File: config.mk
export PLATFORM = sky130hd
export DESIGN_NAME = matmul_seq_ctrl
export DESIGN_NICKNAME = d
export VERILOG_FILES = /design/src/rtl/matmul_pkg.sv /design/src/rtl/matmul_wr_delay.sv /design/src/rtl/matmul_seq_ctrl.sv
export SDC_FILE = /design/constraint.sdc
export NUM_CORES = 1
export LEC_CHECK = 0
export ABC_AREA = 1
export CORE_MARGIN = 2
export CORE_UTILIZATION = 47
export DETAILED_ROUTE_END_ITERATION = 7
export GPL_ROUTABILITY_DRIVEN = 0
export PLACE_DENSITY_LB_ADDON = 0.2
export SLEW_MARGIN = 5
export SYNTH_ARGS = -nofsm -noshare
export SYNTH_HDL_FRONTEND = slang
export SYNTH_SLANG_ARGS = --single-unit
File: constraint.sdc
create_clock -name clk -period 1.6 [get_ports clk]
set_input_delay 0.32 -clock clk [delete_from_list [all_inputs] [get_ports clk]]
set_output_delay 0.32 -clock clk [all_outputs]
set_load 0.005 [all_outputs]
File: src/rtl/matmul_pkg.sv
// Shared state codes and sizing helpers for the matrix-multiply sequencer.
package matmul_pkg;

    typedef enum logic [2:0] {
        ST_IDLE   = 3'd0,
        ST_LOAD_A = 3'd1,
        ST_LOAD_B = 3'd2,
        ST_CALC   = 3'd3,
        ST_DRAIN  = 3'd4,
        ST_DONE   = 3'd5
    } state_e;

    localparam int MAC_LAT_MIN = 1;

    // Never returns 0, so single-entry buffers still get a 1-bit address.
    function automatic int safe_clog2(input int n);
        return ($clog2(n) < 1) ? 1 : $clog2(n);
    endfunction

endpackage

File: src/rtl/matmul_wr_delay.sv
// Valid+data shift register with synchronous flush; models the MAC pipeline
// latency between a final-k beat and its result write.
module matmul_wr_delay #(
    parameter int DEPTH = 2,
    parameter int WIDTH = 8
) (
    input  logic             clk,
    input  logic             rst,
    input  logic             flush_i,
    input  logic             in_valid_i,
    input  logic [WIDTH-1:0] in_data_i,
    output logic             out_valid_o,
    output logic [WIDTH-1:0] out_data_o
);

    logic [DEPTH-1:0]            vld_q;
    logic [DEPTH-1:0][WIDTH-1:0] dat_q;

    always_ff @(posedge clk or posedge rst) begin
        if (rst) begin
            vld_q <= '0;
            dat_q <= '0;
        end else if (flush_i) begin
            vld_q <= '0;
            dat_q <= '0;
        end else begin
            vld_q[0] <= in_valid_i;
            dat_q[0] <= in_data_i;
            for (int n = 1; n < DEPTH; n++) begin
                vld_q[n] <= vld_q[n-1];
                dat_q[n] <= dat_q[n-1];
            end
        end
    end

    assign out_valid_o = vld_q[DEPTH-1];
    assign out_data_o  = dat_q[DEPTH-1];

endmodule

File: src/rtl/matmul_seq_ctrl.sv
// Sequencer for C = A*B: streams A then B into operand buffers, issues one MAC
// beat per cycle, and writes each C element after the MAC pipeline latency.
module matmul_seq_ctrl
    import matmul_pkg::*;
#(
    parameter int  M       = 2,
    parameter int  K       = 2,
    parameter int  P       = 2,
    parameter int  MAC_LAT = 2,
    localparam int AW_A    = safe_clog2(M * K),
    localparam int AW_B    = safe_clog2(K * P),
    localparam int AW_C    = safe_clog2(M * P),
    localparam int LW      = (AW_A > AW_B) ? AW_A : AW_B
) (
    input  logic            clk,
    input  logic            rst,
    input  logic            start,
    input  logic            abort,
    input  logic            in_valid,
    output logic            in_ready,
    output logic            ld_we,
    output logic            ld_sel,
    output logic [LW-1:0]   ld_addr,
    output logic            mac_en,
    output logic            mac_clr,
    output logic [AW_A-1:0] a_addr,
    output logic [AW_B-1:0] b_addr,
    output logic            res_we,
    output logic [AW_C-1:0] res_addr,
    output logic            busy,
    output logic            done,
    output logic [2:0]      state
);

    localparam int DLY = (MAC_LAT < MAC_LAT_MIN) ? MAC_LAT_MIN : MAC_LAT;
    localparam int IW  = safe_clog2(M);
    localparam int JW  = safe_clog2(P);
    localparam int KW  = safe_clog2(K);
    localparam int DW  = safe_clog2(DLY);

    localparam logic [LW-1:0] A_LAST = LW'(M * K - 1);
    localparam logic [LW-1:0] B_LAST = LW'(K * P - 1);
    localparam logic [IW-1:0] I_LAST = IW'(M - 1);
    localparam logic [JW-1:0] J_LAST = JW'(P - 1);
    localparam logic [KW-1:0] K_LAST = KW'(K - 1);
    localparam logic [DW-1:0] D_LAST = DW'(DLY - 1);

    state_e          state_q;
    logic [LW-1:0]   ld_q;
    logic [IW-1:0]   i_q;
    logic [JW-1:0]   j_q;
    logic [KW-1:0]   k_q;
    logic [DW-1:0]   dr_q;
    logic            flush;
    logic            push;
    logic [AW_C-1:0] push_addr;

    // abort outranks every transition, including the last-beat ones
    always_ff @(posedge clk or posedge rst) begin
        if (rst) begin
            state_q <= ST_IDLE;
            ld_q    <= '0;
            i_q     <= '0;
            j_q     <= '0;
            k_q     <= '0;
            dr_q    <= '0;
        end else if (abort && state_q != ST_IDLE) begin
            state_q <= ST_IDLE;
            ld_q    <= '0;
            i_q     <= '0;
            j_q     <= '0;
            k_q     <= '0;
            dr_q    <= '0;
        end else begin
            case (state_q)
                ST_IDLE: begin
                    if (start) begin
                        state_q <= ST_LOAD_A;
                        ld_q    <= '0;
                    end
                end
                ST_LOAD_A: begin
                    if (in_valid) begin
                        if (ld_q == A_LAST) begin
                            state_q <= ST_LOAD_B;
                            ld_q    <= '0;
                        end else begin
                            ld_q <= ld_q + LW'(1);
                        end
                    end
                end
                ST_LOAD_B: begin
                    if (in_valid) begin
                        if (ld_q == B_LAST) begin
                            state_q <= ST_CALC;
                            ld_q    <= '0;
                            i_q     <= '0;
                            j_q     <= '0;
                            k_q     <= '0;
                        end else begin
                            ld_q <= ld_q + LW'(1);
                        end
                    end
                end
                ST_CALC: begin
                    if (k_q == K_LAST) begin
                        k_q <= '0;
                        if (j_q == J_LAST) begin
                            j_q <= '0;
                            if (i_q == I_LAST) begin
                                i_q     <= '0;
                                state_q <= ST_DRAIN;
                                dr_q    <= '0;
                            end else begin
                                i_q <= i_q + IW'(1);
                            end
                        end else begin
                            j_q <= j_q + JW'(1);
                        end
                    end else begin
                        k_q <= k_q + KW'(1);
                    end
                end
                ST_DRAIN: begin
                    if (dr_q == D_LAST) begin
                        state_q <= ST_DONE;
                        dr_q    <= '0;
                    end else begin
                        dr_q <= dr_q + DW'(1);
                    end
                end
                ST_DONE: state_q <= ST_IDLE;
                default: state_q <= ST_IDLE;
            endcase
        end
    end

    assign in_ready = (state_q == ST_LOAD_A) || (state_q == ST_LOAD_B);
    assign ld_we    = in_valid && in_ready;
    assign ld_sel   = (state_q == ST_LOAD_B);
    assign ld_addr  = ld_q;
    assign mac_en   = (state_q == ST_CALC);
    assign mac_clr  = mac_en && (k_q == '0);
    assign a_addr   = AW_A'(i_q * K + k_q);
    assign b_addr   = AW_B'(k_q * P + j_q);
    assign busy     = (state_q != ST_IDLE);
    assign done     = (state_q == ST_DONE);
    assign state    = state_q;

    // Idle stages carry zero so res_addr reads 0 whenever res_we is low.
    assign flush     = abort && (state_q != ST_IDLE);
    assign push      = mac_en && (k_q == K_LAST);
    assign push_addr = push ? AW_C'(i_q * P + j_q) : '0;

    matmul_wr_delay #(
        .DEPTH(DLY),
        .WIDTH(AW_C)
    ) u_wr_delay (
        .clk        (clk),
        .rst        (rst),
        .flush_i    (flush),
        .in_valid_i (push),
        .in_data_i  (push_addr),
        .out_valid_o(res_we),
        .out_data_o (res_addr)
    );

endmodule

## Word level (Yosys, flattened, before mapping)

Cells that the tools add are included.
Widths: inputs -> output; s select.

| word-level totals | value |
|---|---|
| latch bits | 0 |
| flip-flop bits (word level) | 15 |
| memory bits (read-only) | 0 |
| bits of input ports | 5 |
| output and inout bits | 19 |
| RAM bits | 0 |
| memories kept | 0 |

| operators by class | value |
|---|---|
| bitwise logic cells | 1 |
| mux-type cells | 39 |
| div/mod/pow operators | 0 |
| $add $sub $neg | 8 |
| order comparisons | 0 |
| reductions and logical operators | 17 |
| shift operators | 0 |
| multiply operators | 0 |
| eq/ne operators | 16 |

Operator list:

| kind | number |
|---|---|
| $mux 3 | 10 |
| $mux 1 | 16 |
| $ne 3x1->1 const B | 5 |
| $pmux 3 s5 | 1 |
| $mux 2 | 6 |
| $ne 3x3->1 const B | 4 |
| $reduce_bool 3->1 | 4 |
| $reduce_and 9->1 | 1 |
| $pmux 1 s2 | 4 |
| $reduce_and 4->1 | 2 |
| $add 2x1->2 | 3 |
| $eq 3x2->1 const B | 2 |
| $eq 3x3->1 const B | 2 |
| $reduce_and 3->1 | 2 |
| $reduce_and 5->1 | 1 |
| $add 1x1->1 const B | 4 |
| $logic_and 1x1->1 | 4 |
| $mux 4 | 1 |
| $pmux 2 s2 | 1 |
| $eq 3x1->1 const B | 1 |
| $logic_not 3->1 | 1 |
| $ne 3x2->1 const B | 1 |
| $add 2x1->2 const B | 1 |
| $eq 2x2->1 const B | 1 |
| 3 further kinds | 3 |

## Depth between registers and ports, before layout

| logic depth | value |
|---|---|
| depth in word-level cells | 6 |
| mapped depth | 9 |
| gate-level depth less buffers | 9 |

## Hierarchy

A second synthesis with hierarchy kept.

| second synthesis, totals | value |
|---|---|
| cell total of the unflattened synthesis | 124 |
| area total of the unflattened synthesis | 918.4 sq um |

Modules (own cells, without submodules):

| module | sequential area each (sq um) | times used | area each (sq um) | cells an instance |
|---|---|---|---|---|
| matmul_seq_ctrl | 225.2 | 1 | 704.4 | 103 |
| matmul_wr_delay | 150.1 | 1 | 214.0 | 21 |

## Worst setup path before layout

Ideal clock, no wire load.

| path | value |
|---|---|
| path type | reg-to-output |
| start | register state_q[1], in the netlist state[1] |
| end | output port ld_we |
| path slack | 0.288 ns |
| stages on the path, launching flop included | 6 |
| arrival | 0.992 ns |
| buffers on the path | 0 |
| path through | dfrtp_1 > nand2_1 > nand2_1 > nor2_2 > inv_2 > nor2_1 |

| on the way | value |
|---|---|
| word-level cells in the longest chain between the ends | 3 |
| elaborated cells between the ends (all ways) | 4 |
| classes of those cells | 2 x eq/ne; 2 x reduce/logical |

Ends and longest elaborated chain:

| what | line | RTL |
|---|---|---|
| start: declaration | matmul_seq_ctrl.sv:48 | `state_e state_q;` |
| start signal: assignment | matmul_seq_ctrl.sv:61 | `state_q <= ST_IDLE;` |
| start signal: assignment | matmul_seq_ctrl.sv:68 | `state_q <= ST_IDLE;` |
| start signal: assignment | matmul_seq_ctrl.sv:78 | `state_q <= ST_LOAD_A;` |
| $eq 3x1->1 or $eq 3x2->1 (tied branches) | matmul_seq_ctrl.sv:138 | `assign in_ready = (state_q == ST_LOAD_A) \|\| (state_q == ST_LOAD_B);` |
| $logic_or 1x1->1 * | matmul_seq_ctrl.sv:138 |  |
| net in_ready | matmul_seq_ctrl.sv:20 | `output logic in_ready,` |
| $logic_and 1x1->1 * | matmul_seq_ctrl.sv:139 | `assign ld_we = in_valid && in_ready;` |
| end: declaration | matmul_seq_ctrl.sv:21 | `output logic ld_we,` |

Mark *: on every way through the listed nets, which the timed path passes. The rest lies on a longest branch.

## Worst setup path after layout

| path | value |
|---|---|
| start | register state_q[0], in the netlist state[0] |
| end | output port mac_clr |

| on the way | value |
|---|---|
| word-level cells in the longest chain between the ends | 2 |

Ends and longest elaborated chain:

| what | line | RTL |
|---|---|---|
| $eq 3x2->1 | matmul_seq_ctrl.sv:142 | `assign mac_en = (state_q == ST_CALC);` |
| $logic_and 1x1->1 | matmul_seq_ctrl.sv:143 | `assign mac_clr = mac_en && (k_q == '0);` |
| end: declaration | matmul_seq_ctrl.sv:25 | `output logic mac_clr,` |

No other way between the ends.

==> metrics.md <==
| Metric | Value |
|---|---|
| Distinct cells, synth | `23` |
| PwrDens | `about 1800 nW/µm²` |
| Post-Synth Simple-Gate Area | `0.367` |
| Critical Path End Type | `output pin` |
| VDD IR max | `roughly 0.0015 V` |
| Asr flop ratio synth | `1.00` |
| Initial antenna violation count | `0` |
| RSZ-0062 raised after global routing | `yes` |
| Syn Inst Count | `approximately 120` |
| Post-route ant nets | `0` |
| CTS tree | `done` |
| Hold Buf Count CTS | `0` |
| Ys Warns | `0` |
| IO Count | `24` |
| Post-synthesis register bit count | `15` |
| Worst-path maximum fanout | `3` |
| Top cell type's share of synthesized area | `0.414` |
| Grt ovf | `0` |
| Fin. Hold Viols | `0` |
| Num rows | `15` |
| Critical R2R Launch | `state[0]$_DFFE_PP0P_` |
| Post-Syn Area | `around 910 µm²` |
| Max cap viols | `0` |
| Final clock skew | `about 0.0011 ns` |
| Final setup vio count | `8` |
| Fraction of layout cells with a size suffix above 1 | `0.523` |
| Largest family of logic cells by synthesized area | `simple AND/OR/NAND/NOR gates` |
| Most used flip-flop cell after synthesis | `dfrtp_1` |
| Post-synthesis mux area share | `0` |
| Post-Layout Cell Count | `slightly below 200` |
| Tcrit/Tclk final | `1.08` |
| Xor-xnor portion of the synthesized cell area | `0` |
| Post-synthesis adder-cell area fraction | `0.0138` |
| Pre-Repair DR Iteration Count | `4` |
| Syn nets | `122` |
| Layout Nets | `~180` |
| Number of synthesized flops with an enable pin | `0` |
| CP required | `approximately 1.3 ns` |
| R2r endpoint | `state[0]$_DFFE_PP0P_` |
| Vias | `approximately 1,000` |
| Peak Freq | `just under 0.6 GHz` |
| Drt total wl | `roughly 3.1 mm` |
| Core region area | `roughly 1800 µm²` |
| Clock slew at reported path FFs | `roughly 0.09 ns` |
| H-tree depth | `1` |
| Initial Utilization | `0.513` |
| DRC viols | `0` |
| Full die area | `between 2000 and 2500 µm²` |
| Clk_lat worst skew | `about 0.30 ns` |
| Headroom to the max-slew limit | `0.758` |
| Largest net degree at the start of global routing | `16` |
| DP HPWL | `approximately 1.7 mm` |
| Area Overhead vs Synth | `69.9%` |
| R2r setup slk | `-0.01 ns` |
| Critical path arrival | `1.41 ns` |
| Worst-margin pin slew | `0.363 ns` |
| Hold/Removal Path Class | `input port to async pin` |
| Outcome | `finished with violations` |
| Violated checks | `setup timing` |
| Die Wd | `~48 µm` |
| Clock Sinks | `15` |
| Multi-input logic area | `around 500 µm²` |
| Sequential cell area | `375 µm²` |
| Placed Cells | `between 150 and 200` |
| Vias in the first global route | `~960` |
| Root Driver | `clkbuf_4` |
| CTS Buf Count | `3` |
| Max Slew Vio Count | `0` |
| Layout fillers | `92` |
| Seq/Total Area, Yosys | `0.414` |
| DR WL/cell | `15.9 µm` |
| # diodes | `0` |
| Synthesized area per cell | `around 7.8 µm²` |
| R2R depth | `10` |
| Post-synthesis compound-gate area fraction | `0.0594` |
| Die height | `roughly 48 µm` |
| Startpoint types | `register` |
| Util after Layout | `0.872` |
| WS Path Type | `register to output pin` |
| Port Buffers | `23` |
| Cell taking the most area after synthesis | `dfrtp_1` |
| Beginning of the critical path | `state[0]$_DFFE_PP0P_` |
| Worst Slack Setup Final | `-0.127 ns` |
| Total GRT Usage | `0.272` |
| Clock Tree Buf Depth | `2` |
| Pleak | `0.837 nW` |
| Area contributors post-synth | `dfrtp_1, nand2_1, inv_1` |
| DRT iter0 DRCs | `23` |
| Vias per inst | `5.32` |
| Min Tclk post-route | `roughly 1.7 ns` |
| First-pass GRT wire length | `between 4 and 5 mm` |
[critical path, cell delays in order (launching register included)]
cell and delay, ns:
dfrtp_1 0.45, nand2_2 0.11, buf_6 0.14, nor2_4 0.11, inv_2 0.07, nor2_2 0.10, buf_2 0.13
[metrics by stage]
step                total power [mW]  hold WS [ns]  worst slack (ns)  setup TNS, ns  area (µm²)
floorplan                       1.29         0.221             0.288              0         906
global placement                1.94         0.453            -0.123         -0.351        1310
detailed placement              1.99         0.468            -0.146         -0.723        1310
CTS                             2.41         0.332           -0.0926         -0.248        1440
global route                    2.88         0.363            -0.134         -0.802        1540
finish                          2.75         0.317            -0.127         -0.460        1540
[cell families after synthesis]
logic type / count (synthesis)
AO/OA/AOI/OAI: 8
adder cells (fa/ha/maj): 1
buffers and inverters: 28
flip-flops: 15
AND/OR/NAND/NOR: 64
[Yosys cell counts (2+ instances only)]
cell and count:
nor2_1 10, buf_4 6, inv_1 14, inv_2 6, nor2_2 3, dfrtp_1 15
nand3_2 3, nand2_1 27, nand3_1 7, nor2_4 3, nand2_4 2, nand2_2 3
o21ai_1 4, nor3_1 3, nand4_1 2
[state kept, by name, summed over array words and instances (netlist names), 2 cells and up]
name,cells
u_wr_delay.dat_q,2
state,3
u_wr_delay.vld_q,2
ld_addr,2
u_wr_delay.out_data_o,2
[worst max path at each step]
stage	to	slack (ns)	cells past startpoint
after floorplan	ld_we	0.29	5
after global placement	ld_we	-0.12	4
after detailed placement	ld_we	-0.15	4
after CTS	ld_sel	-0.09	6
after global routing	ld_sel	-0.13	6
final	mac_clr	-0.13	6
[metal layers]
| metal | GRT usage | vias up | share of wire |
|---|---|---|---|
| met5 | 0 | - | 0 |
| li1 | - | 467 | - |
| met2 | 0.477 | 56 | 0.51 |
| met3 | 0.0604 | 17 | 0.052 |
| met4 | 0.146 | 0 | 0.048 |
| met1 | 0.301 | 508 | 0.39 |
[timing repair]
| item | 4_1_cts | 5_1_grt |
|---|---|---|
| endpoints found under the setup margin | 12 | 16 |
| pin swaps | 5 | 14 |
| setup buffers | 11 | 2 |
| resized for setup | 44 | 36 |
[power by group]
part	leakage [nW]	internal, mW	total (mW)	switching (mW)
clock	0.0150	0.0973	0.230	0.133
sequential	0.204	0.463	0.556	0.0922
combinational	0.618	0.983	1.96	0.978
total	0.837	1.54	2.75	1.20
[cell type report]
cell class	count	share of cell area
clock buffer	4	0.0171
inverter	22	0.0561
multi-input combinational	73	0.325
sequential	15	0.244
tap	25	0.0203
timing repair buffer	58	0.337
[cells in the final DEF, fill, tap and decap left out, types with 7 or more instances in the layout]
cell type         n
dfrtp_1          15
nand2_1          18
nor2_1            7
buf_4            24
nor2_4            7
clkdlybuf4s50_1  10
nand2_2          10
inv_1            12
inv_2             8
buf_6            14
Power figures use the tool's default switching activity.
